**src/rtl/tpu_pkg.sv**
```systemverilog
// tpu_pkg: shared TPU control-path definitions.
//  - instr_type   : decoded instruction word passed from the instruction FIFO
//  - OP_*         : opcode constants used to classify instructions
//  - disp_state_e : instruction dispatcher state encoding
//  - instr_class_e: dispatch class derived from the opcode
package tpu_pkg;

  typedef struct packed {
    logic [7:0]  opcode;
    logic [7:0]  flags;
    logic [15:0] length;
    logic [31:0] addr;
  } instr_type;

  localparam logic [7:0] OP_NOP          = 8'h00;
  localparam logic [7:0] OP_LOAD_WEIGHT  = 8'h08;
  localparam logic [7:0] OP_SYNCHRONIZE  = 8'h0F;
  // MATRIX_MULTIPLY is any opcode whose upper nibble matches this prefix.
  localparam logic [3:0] OP_MMU_PREFIX   = 4'b0010;
  // ACTIVATE is any opcode with this bit set.
  localparam int         OP_ACTIVATE_BIT = 7;

  // Bit positions of the per-unit issue vectors.
  localparam int UNIT_WT  = 0;
  localparam int UNIT_MMU = 1;
  localparam int UNIT_ACT = 2;
  localparam int NUM_UNITS = 3;

  typedef enum logic [1:0] {
    ST_IDLE,
    ST_ISSUE,
    ST_SYNC_WAIT
  } disp_state_e;

  typedef enum logic [2:0] {
    CLS_NOP,
    CLS_WEIGHT,
    CLS_MMU,
    CLS_ACT,
    CLS_SYNC,
    CLS_ILLEGAL
  } instr_class_e;

  // Exact-match opcodes are tested before the prefix/bit classes so the
  // classes stay disjoint.
  function automatic instr_class_e classify_opcode(input logic [7:0] op);
    if (op == OP_NOP)                    return CLS_NOP;
    else if (op == OP_LOAD_WEIGHT)       return CLS_WEIGHT;
    else if (op == OP_SYNCHRONIZE)       return CLS_SYNC;
    else if (op[7:4] == OP_MMU_PREFIX)   return CLS_MMU;
    else if (op[OP_ACTIVATE_BIT])        return CLS_ACT;
    else                                 return CLS_ILLEGAL;
  endfunction

endpackage

```
**src/rtl/dispatch_hazard_check.sv**
```systemverilog
// dispatch_hazard_check: combinational issue-condition evaluation.
// Ports:
//  cls_i                  class of the held instruction
//  *_busy_i               controller busy flags
//  *_resource_busy_i      controller resource (data dependency) busy flags
//  can_issue_o            held instruction may retire/issue/complete now
//  target_o               one-hot target unit {act, mmu, wt}; zero for
//                         NOP, SYNCHRONIZE and illegal instructions
module dispatch_hazard_check
  import tpu_pkg::*;
(
  input  instr_class_e         cls_i,
  input  logic                 wt_busy_i,
  input  logic                 wt_resource_busy_i,
  input  logic                 mmu_busy_i,
  input  logic                 mmu_resource_busy_i,
  input  logic                 act_busy_i,
  input  logic                 act_resource_busy_i,
  output logic                 can_issue_o,
  output logic [NUM_UNITS-1:0] target_o
);

  always_comb begin
    can_issue_o = 1'b0;
    target_o    = '0;
    case (cls_i)
      CLS_WEIGHT: begin
        can_issue_o        = !wt_busy_i;
        target_o[UNIT_WT]  = 1'b1;
      end
      CLS_MMU: begin
        // Multiply needs its own unit free and the weights fully resident.
        can_issue_o        = !mmu_busy_i && !wt_busy_i;
        target_o[UNIT_MMU] = 1'b1;
      end
      CLS_ACT: begin
        // Activation reads accumulators, so the MMU results must be final.
        can_issue_o        = !act_busy_i && !mmu_resource_busy_i;
        target_o[UNIT_ACT] = 1'b1;
      end
      CLS_SYNC: begin
        can_issue_o = !wt_resource_busy_i && !mmu_resource_busy_i &&
                      !act_resource_busy_i;
      end
      CLS_NOP, CLS_ILLEGAL: begin
        // Retire unconditionally; nothing is issued.
        can_issue_o = 1'b1;
      end
      default: begin
        can_issue_o = 1'b1;
      end
    endcase
  end

endmodule

```
**src/rtl/instruction_dispatcher.sv**
```systemverilog
// instruction_dispatcher: in-order issue of decoded TPU instructions to the
// weight, matrix-multiply and activation controllers.
// Ports:
//  clk, rst, enable          clock, sync active-high reset, global clock enable
//  instr/instr_valid/ready   instruction handshake from the instruction FIFO
//  {wt,mmu,act}_busy         controller busy status
//  {wt,mmu,act}_resource_busy controller data-dependency status
//  {wt,mmu,act}_instr        last instruction issued to each controller
//  {wt,mmu,act}_instr_enable one-cycle issue strobes
//  synchronize               one-cycle pulse when a SYNCHRONIZE completes
//  illegal_opcode            sticky unrecognised-opcode flag
//  issued_count              instructions issued to controllers (wrapping)
module instruction_dispatcher
  import tpu_pkg::*;
(
  input  logic        clk,
  input  logic        rst,
  input  logic        enable,
  input  instr_type   instr,
  input  logic        instr_valid,
  output logic        instr_ready,
  input  logic        wt_busy,
  input  logic        wt_resource_busy,
  input  logic        mmu_busy,
  input  logic        mmu_resource_busy,
  input  logic        act_busy,
  input  logic        act_resource_busy,
  output instr_type   wt_instr,
  output instr_type   mmu_instr,
  output instr_type   act_instr,
  output logic        wt_instr_enable,
  output logic        mmu_instr_enable,
  output logic        act_instr_enable,
  output logic        synchronize,
  output logic        illegal_opcode,
  output logic [31:0] issued_count
);

  disp_state_e            state_q, state_d;
  instr_type              held_q;
  instr_class_e           held_cls;
  logic                   can_issue;
  logic [NUM_UNITS-1:0]   target;

  logic                   accept;
  logic                   issue_fire;
  logic                   sync_fire;
  logic                   illegal_fire;

  logic                   strobe_q     [NUM_UNITS];
  instr_type              unit_instr_q [NUM_UNITS];
  logic                   sync_q;
  logic                   illegal_q;
  logic [31:0]            count_q;

  assign held_cls = classify_opcode(held_q.opcode);

  dispatch_hazard_check u_hazard (
    .cls_i               (held_cls),
    .wt_busy_i           (wt_busy),
    .wt_resource_busy_i  (wt_resource_busy),
    .mmu_busy_i          (mmu_busy),
    .mmu_resource_busy_i (mmu_resource_busy),
    .act_busy_i          (act_busy),
    .act_resource_busy_i (act_resource_busy),
    .can_issue_o         (can_issue),
    .target_o            (target)
  );

  // State register
  always_ff @(posedge clk) begin
    if (rst) begin
      state_q <= ST_IDLE;
    end else if (enable) begin
      state_q <= state_d;
    end
  end

  // Next-state logic
  always_comb begin
    state_d = state_q;
    case (state_q)
      ST_IDLE: begin
        if (instr_valid) state_d = ST_ISSUE;
      end
      ST_ISSUE: begin
        // A SYNCHRONIZE whose units are already drained completes here
        // directly, keeping its latency equal to a normal issue.
        if (held_cls == CLS_SYNC) begin
          state_d = can_issue ? ST_IDLE : ST_SYNC_WAIT;
        end else if (can_issue) begin
          state_d = ST_IDLE;
        end
      end
      ST_SYNC_WAIT: begin
        if (can_issue) state_d = ST_IDLE;
      end
      default: state_d = ST_IDLE;
    endcase
  end

  // Output / event decode
  always_comb begin
    instr_ready  = 1'b0;
    accept       = 1'b0;
    issue_fire   = 1'b0;
    sync_fire    = 1'b0;
    illegal_fire = 1'b0;
    case (state_q)
      ST_IDLE: begin
        // Ready is withheld while enable is low so the producer never sees a
        // handshake that the dispatcher does not register.
        instr_ready = enable && !rst;
        accept      = instr_valid;
      end
      ST_ISSUE: begin
        issue_fire   = can_issue && (target != '0);
        sync_fire    = can_issue && (held_cls == CLS_SYNC);
        illegal_fire = (held_cls == CLS_ILLEGAL);
      end
      ST_SYNC_WAIT: begin
        sync_fire = can_issue;
      end
      default: ;
    endcase
  end

  // Holding register, flags and counter
  always_ff @(posedge clk) begin
    if (rst) begin
      held_q    <= '0;
      sync_q    <= 1'b0;
      illegal_q <= 1'b0;
      count_q   <= '0;
    end else if (enable) begin
      if (accept) held_q <= instr;
      sync_q <= sync_fire;
      if (illegal_fire) illegal_q <= 1'b1;
      if (issue_fire) count_q <= count_q + 32'd1;
    end
  end

  // Per-unit issue strobe and instruction register
  for (genvar gi = 0; gi < NUM_UNITS; gi++) begin : g_unit
    always_ff @(posedge clk) begin
      if (rst) begin
        strobe_q[gi]     <= 1'b0;
        unit_instr_q[gi] <= '0;
      end else if (enable) begin
        strobe_q[gi] <= issue_fire && target[gi];
        if (issue_fire && target[gi]) unit_instr_q[gi] <= held_q;
      end
    end
  end

  assign wt_instr         = unit_instr_q[UNIT_WT];
  assign mmu_instr        = unit_instr_q[UNIT_MMU];
  assign act_instr        = unit_instr_q[UNIT_ACT];
  assign wt_instr_enable  = strobe_q[UNIT_WT];
  assign mmu_instr_enable = strobe_q[UNIT_MMU];
  assign act_instr_enable = strobe_q[UNIT_ACT];
  assign synchronize      = sync_q;
  assign illegal_opcode   = illegal_q;
  assign issued_count     = count_q;

endmodule

```
**config.mk**
```make
export PLATFORM = sky130hd
export DESIGN_NAME = instruction_dispatcher
export DESIGN_NICKNAME = d
export VERILOG_FILES = /design/src/rtl/tpu_pkg.sv /design/src/rtl/dispatch_hazard_check.sv /design/src/rtl/instruction_dispatcher.sv
export SDC_FILE = /design/constraint.sdc
export NUM_CORES = 1
export LEC_CHECK = 0
export BUFFER_PORTS_ARGS = -buffer_cell sky130_fd_sc_hd__buf_2
export CORE_UTILIZATION = 53
export CTS_CLUSTER_DIAMETER = 150
export CTS_CLUSTER_SIZE = 20
export DETAILED_ROUTE_END_ITERATION = 8
export HOLD_SLACK_MARGIN = 0.06
export PLACE_DENSITY = 0.8
export SLEW_MARGIN = 20
export SYNTH_ARGS = -nofsm -noshare
export SYNTH_HDL_FRONTEND = slang
export SYNTH_SLANG_ARGS = --single-unit
```
**constraint.sdc**
```tcl
create_clock -name clk -period 4.52 [get_ports clk]
set_clock_uncertainty 0.05 [all_clocks]
set_input_delay 0.904 -clock clk [delete_from_list [all_inputs] [get_ports clk]]
set_output_delay 0.904 -clock clk [all_outputs]
set_load 0.02 [all_outputs]
```
==> metrics.txt <==
Total GRT Usage 24.77%; CP max stage cell buf_4; clock network fraction of total power 32.3%; Gate power share 7.7%; status finished clean; crit share post-route 73.32%; flop2flop setup slack 1.21 ns; GPL Wtd Cong 0.8493; HPWL after detailed placement 18230 um; Fin Hold WS 0.4266 ns; total power 0.005017 W; Skew-Pair Late Insertion Delay 0.49 ns; max cap viols 0; Synth top area share 51.05%; Data required, critical path 4.59 ns; worst vdd ir 0.0001850 V; root buffer cell clkbuf_16; worst r2r src held_q[63]; share of layout cells above drive strength 1 28.32%; P_leak 5.767 nW; YS warnings 0; HP Class reg2reg; first-pass GRT wire length 42550 um; CP Launch Point held_q[63]; Crit. End Element flop; Power Density 363.8 nW/um^2; distinct cell type count after synthesis 43; max incr delay on CP 0.68 ns; crit path DAT 3.38 ns; Routed WL per cell 18.58 um; vias in the first global route 7821; Reg power frac 59.9%; Yosys reg bits 295; Worst Tran Pin Value 1.068 ns; Post-synth ARST share 0%; Crit Path Class reg2reg; I/O Buffers 303; CTS Buf Count 18; initial antenna violation count 2; clock tree buffer depth 3; Sw Ratio 23.09%; cell row count 53; Starting Density 54.40%; cell count after synthesis 955; clk sink count 295; io pins 304; post-synth top area cell edfxtp_1; number of setup buffers added after CTS 0; syn_area_per_cell 12.01 um^2; Power Internal 0.003858 W; sequential share of the synthesized area 68.50%; Post-route DRC 0; largest net degree at the start of global routing 84; CTS tree done; area grow syn2layout 20.22%; Die H 149.1 um; CP max FO 64; Fmax 301.7 MHz; Die Wd 149.1 um; Worst-path clk slew 0.09 ns; core area 21090 um^2; Psw 0.001158 W; H-tree levels 1; GRT overflow 0; largest cells by area after synthesis edfxtp_1 51%, dfxtp_1 17%, and2_1 6.5%; Slew Viols, Final 0; nets 1310; worst path cell trace nor4_4 -> a32oi_1 -> o22a_2 -> nor2_1 -> a41o_2 -> buf_4; Post-synth EDFFs 195; RSZ-0062 raised after global routing no; Final setup viols 0; Filler cells 1568; Synth Cell Area 11470 um^2; hold buffers post-CTS 0; 1st-pass router iterations 5; initial DRC count 555; Final ANT Viol Nets 0; Fin. Hold Viols 0; sum of negative setup slack 0 ns; Post-synth top flop edfxtp_1; CP startpoint kind flop; Die ar. 22240 um^2; min Tclk post-route 3.314 ns; vias 8450; HP Start held_q[38]; cts repair resizes 0; max_slew headroom 28.75%; Via density 5.563; drt total wl 28230 um
## synthesized netlist by cell type (4+ instances only)
library cell	instances
nor3_1	7
o21ai_0	4
or4_1	30
and3_1	69
clkbuf_1	64
or3_1	6
and4_1	7
ha_1	5
a21oi_1	96
nand2_1	144
nand3_1	15
and2_1	119
dfxtp_1	100
nand4_1	9
inv_1	6
o31ai_1	28
edfxtp_1	195
nor2_1	10
## placed cells by master (no fill, tap or decap), types with 6 or more instances in the layout
cell type,netlist,layout
buf_2,0,302
edfxtp_1,195,195
nand2_1,144,144
and2_1,119,119
dfxtp_1,100,99
a21oi_1,96,96
and3_1,69,68
or4_1,30,30
o31ai_1,28,28
clkbuf_16,0,19
nand3_1,15,14
clkbuf_1,64,12
buf_4,0,12
nor2_1,10,10
conb_1,1,10
nand4_1,9,9
and4_1,7,7
inv_1,6,6
nor3_1,7,6
or3_1,6,6
## critical path, delay by kind of cell, from the launching register on
| family | cells | cell delay, ns |
|---|---|---|
| flops | 1 | 0.38 |
| buf+inv | 1 | 0.68 |
| compound gates | 3 | 0.90 |
| simple gates | 2 | 0.84 |
## metal layers
layer,global-route usage [%],wire (um),vias up
li1,-,-,3985
met1,33.23,11200,4000
met2,41.30,13850,414
met3,3.731,2391,49
met4,8.265,774,2
met5,0,13,-
## kinds of logic after synthesis
group	after synthesis	share of synthesized area (%)
muxes	2	0.1854
buffers and inverters	75	2.585
AOI/OAI and AO/OA	142	7.210
adders and majority gates	5	0.5454
and+or+nand+nor	435	20.94
DFF	295	68.50
other	1	0.03269
## power by group through the flow
| stage | registers (W) | clock network (W) | logic, W |
|---|---|---|---|
| final | 0.00301 | 0.00162 | 0.000387 |
| after global routing | 0.00302 | 0.00175 | 0.000417 |
| after CTS | 0.00301 | 0.00165 | 0.000389 |
| after detailed placement | 0.00307 | 0 | 0.000388 |
| after global placement | 0.00307 | 0 | 0.000385 |
| after floorplan | 0.00315 | 0 | 0.000141 |
## layout make-up
class	count	area (um^2)	area share, %
Clock buffer	31	520.5	3.774
Antenna cell	1	2.502	0.01815
Tap cell	275	344.1	2.495
Clock inverter	1	7.507	0.05444
Inverter	6	22.52	0.1633
Multi-Input combinational cell	594	3393	24.61
Timing Repair Buffer	316	1642	11.90
Sequential cell	295	7859	56.99
## worst paths after layout
path / endpoint / depth (start not counted)
min reg2reg: held_q[38] / 2
max: unit_instr_q[0][13] / 6
max reg2reg: unit_instr_q[0][13] / 6
min: held_q[38] / 2
## flip-flops by register name (all words and copies together) (netlist names)
name            cells
illegal_opcode      1
state_q             2
held_q             64
synchronize         1
issued_count       32
unit_instr_q      192
strobe_q            3
## stage by stage
| stage | cell area [um^2] | worst slack (ns) | instances | util (%) |
|---|---|---|---|---|
| 3_3_place_gp | 13260 | 1.204 | 1486 | 62.88 |
| 3_5_place_dp | 13260 | 1.162 | 1486 | 62.88 |
| 4_1_cts | 13790 | 1.197 | 1518 | 65.39 |
| 6_report | 13790 | 1.206 | 1519 | 65.40 |
| 2_1_floorplan | 11500 | 0.6134 | 964 | - |
| 5_1_grt | 13790 | 1.034 | 1519 | 65.40 |
No activity file was read; power rests on OpenSTA's default activity.
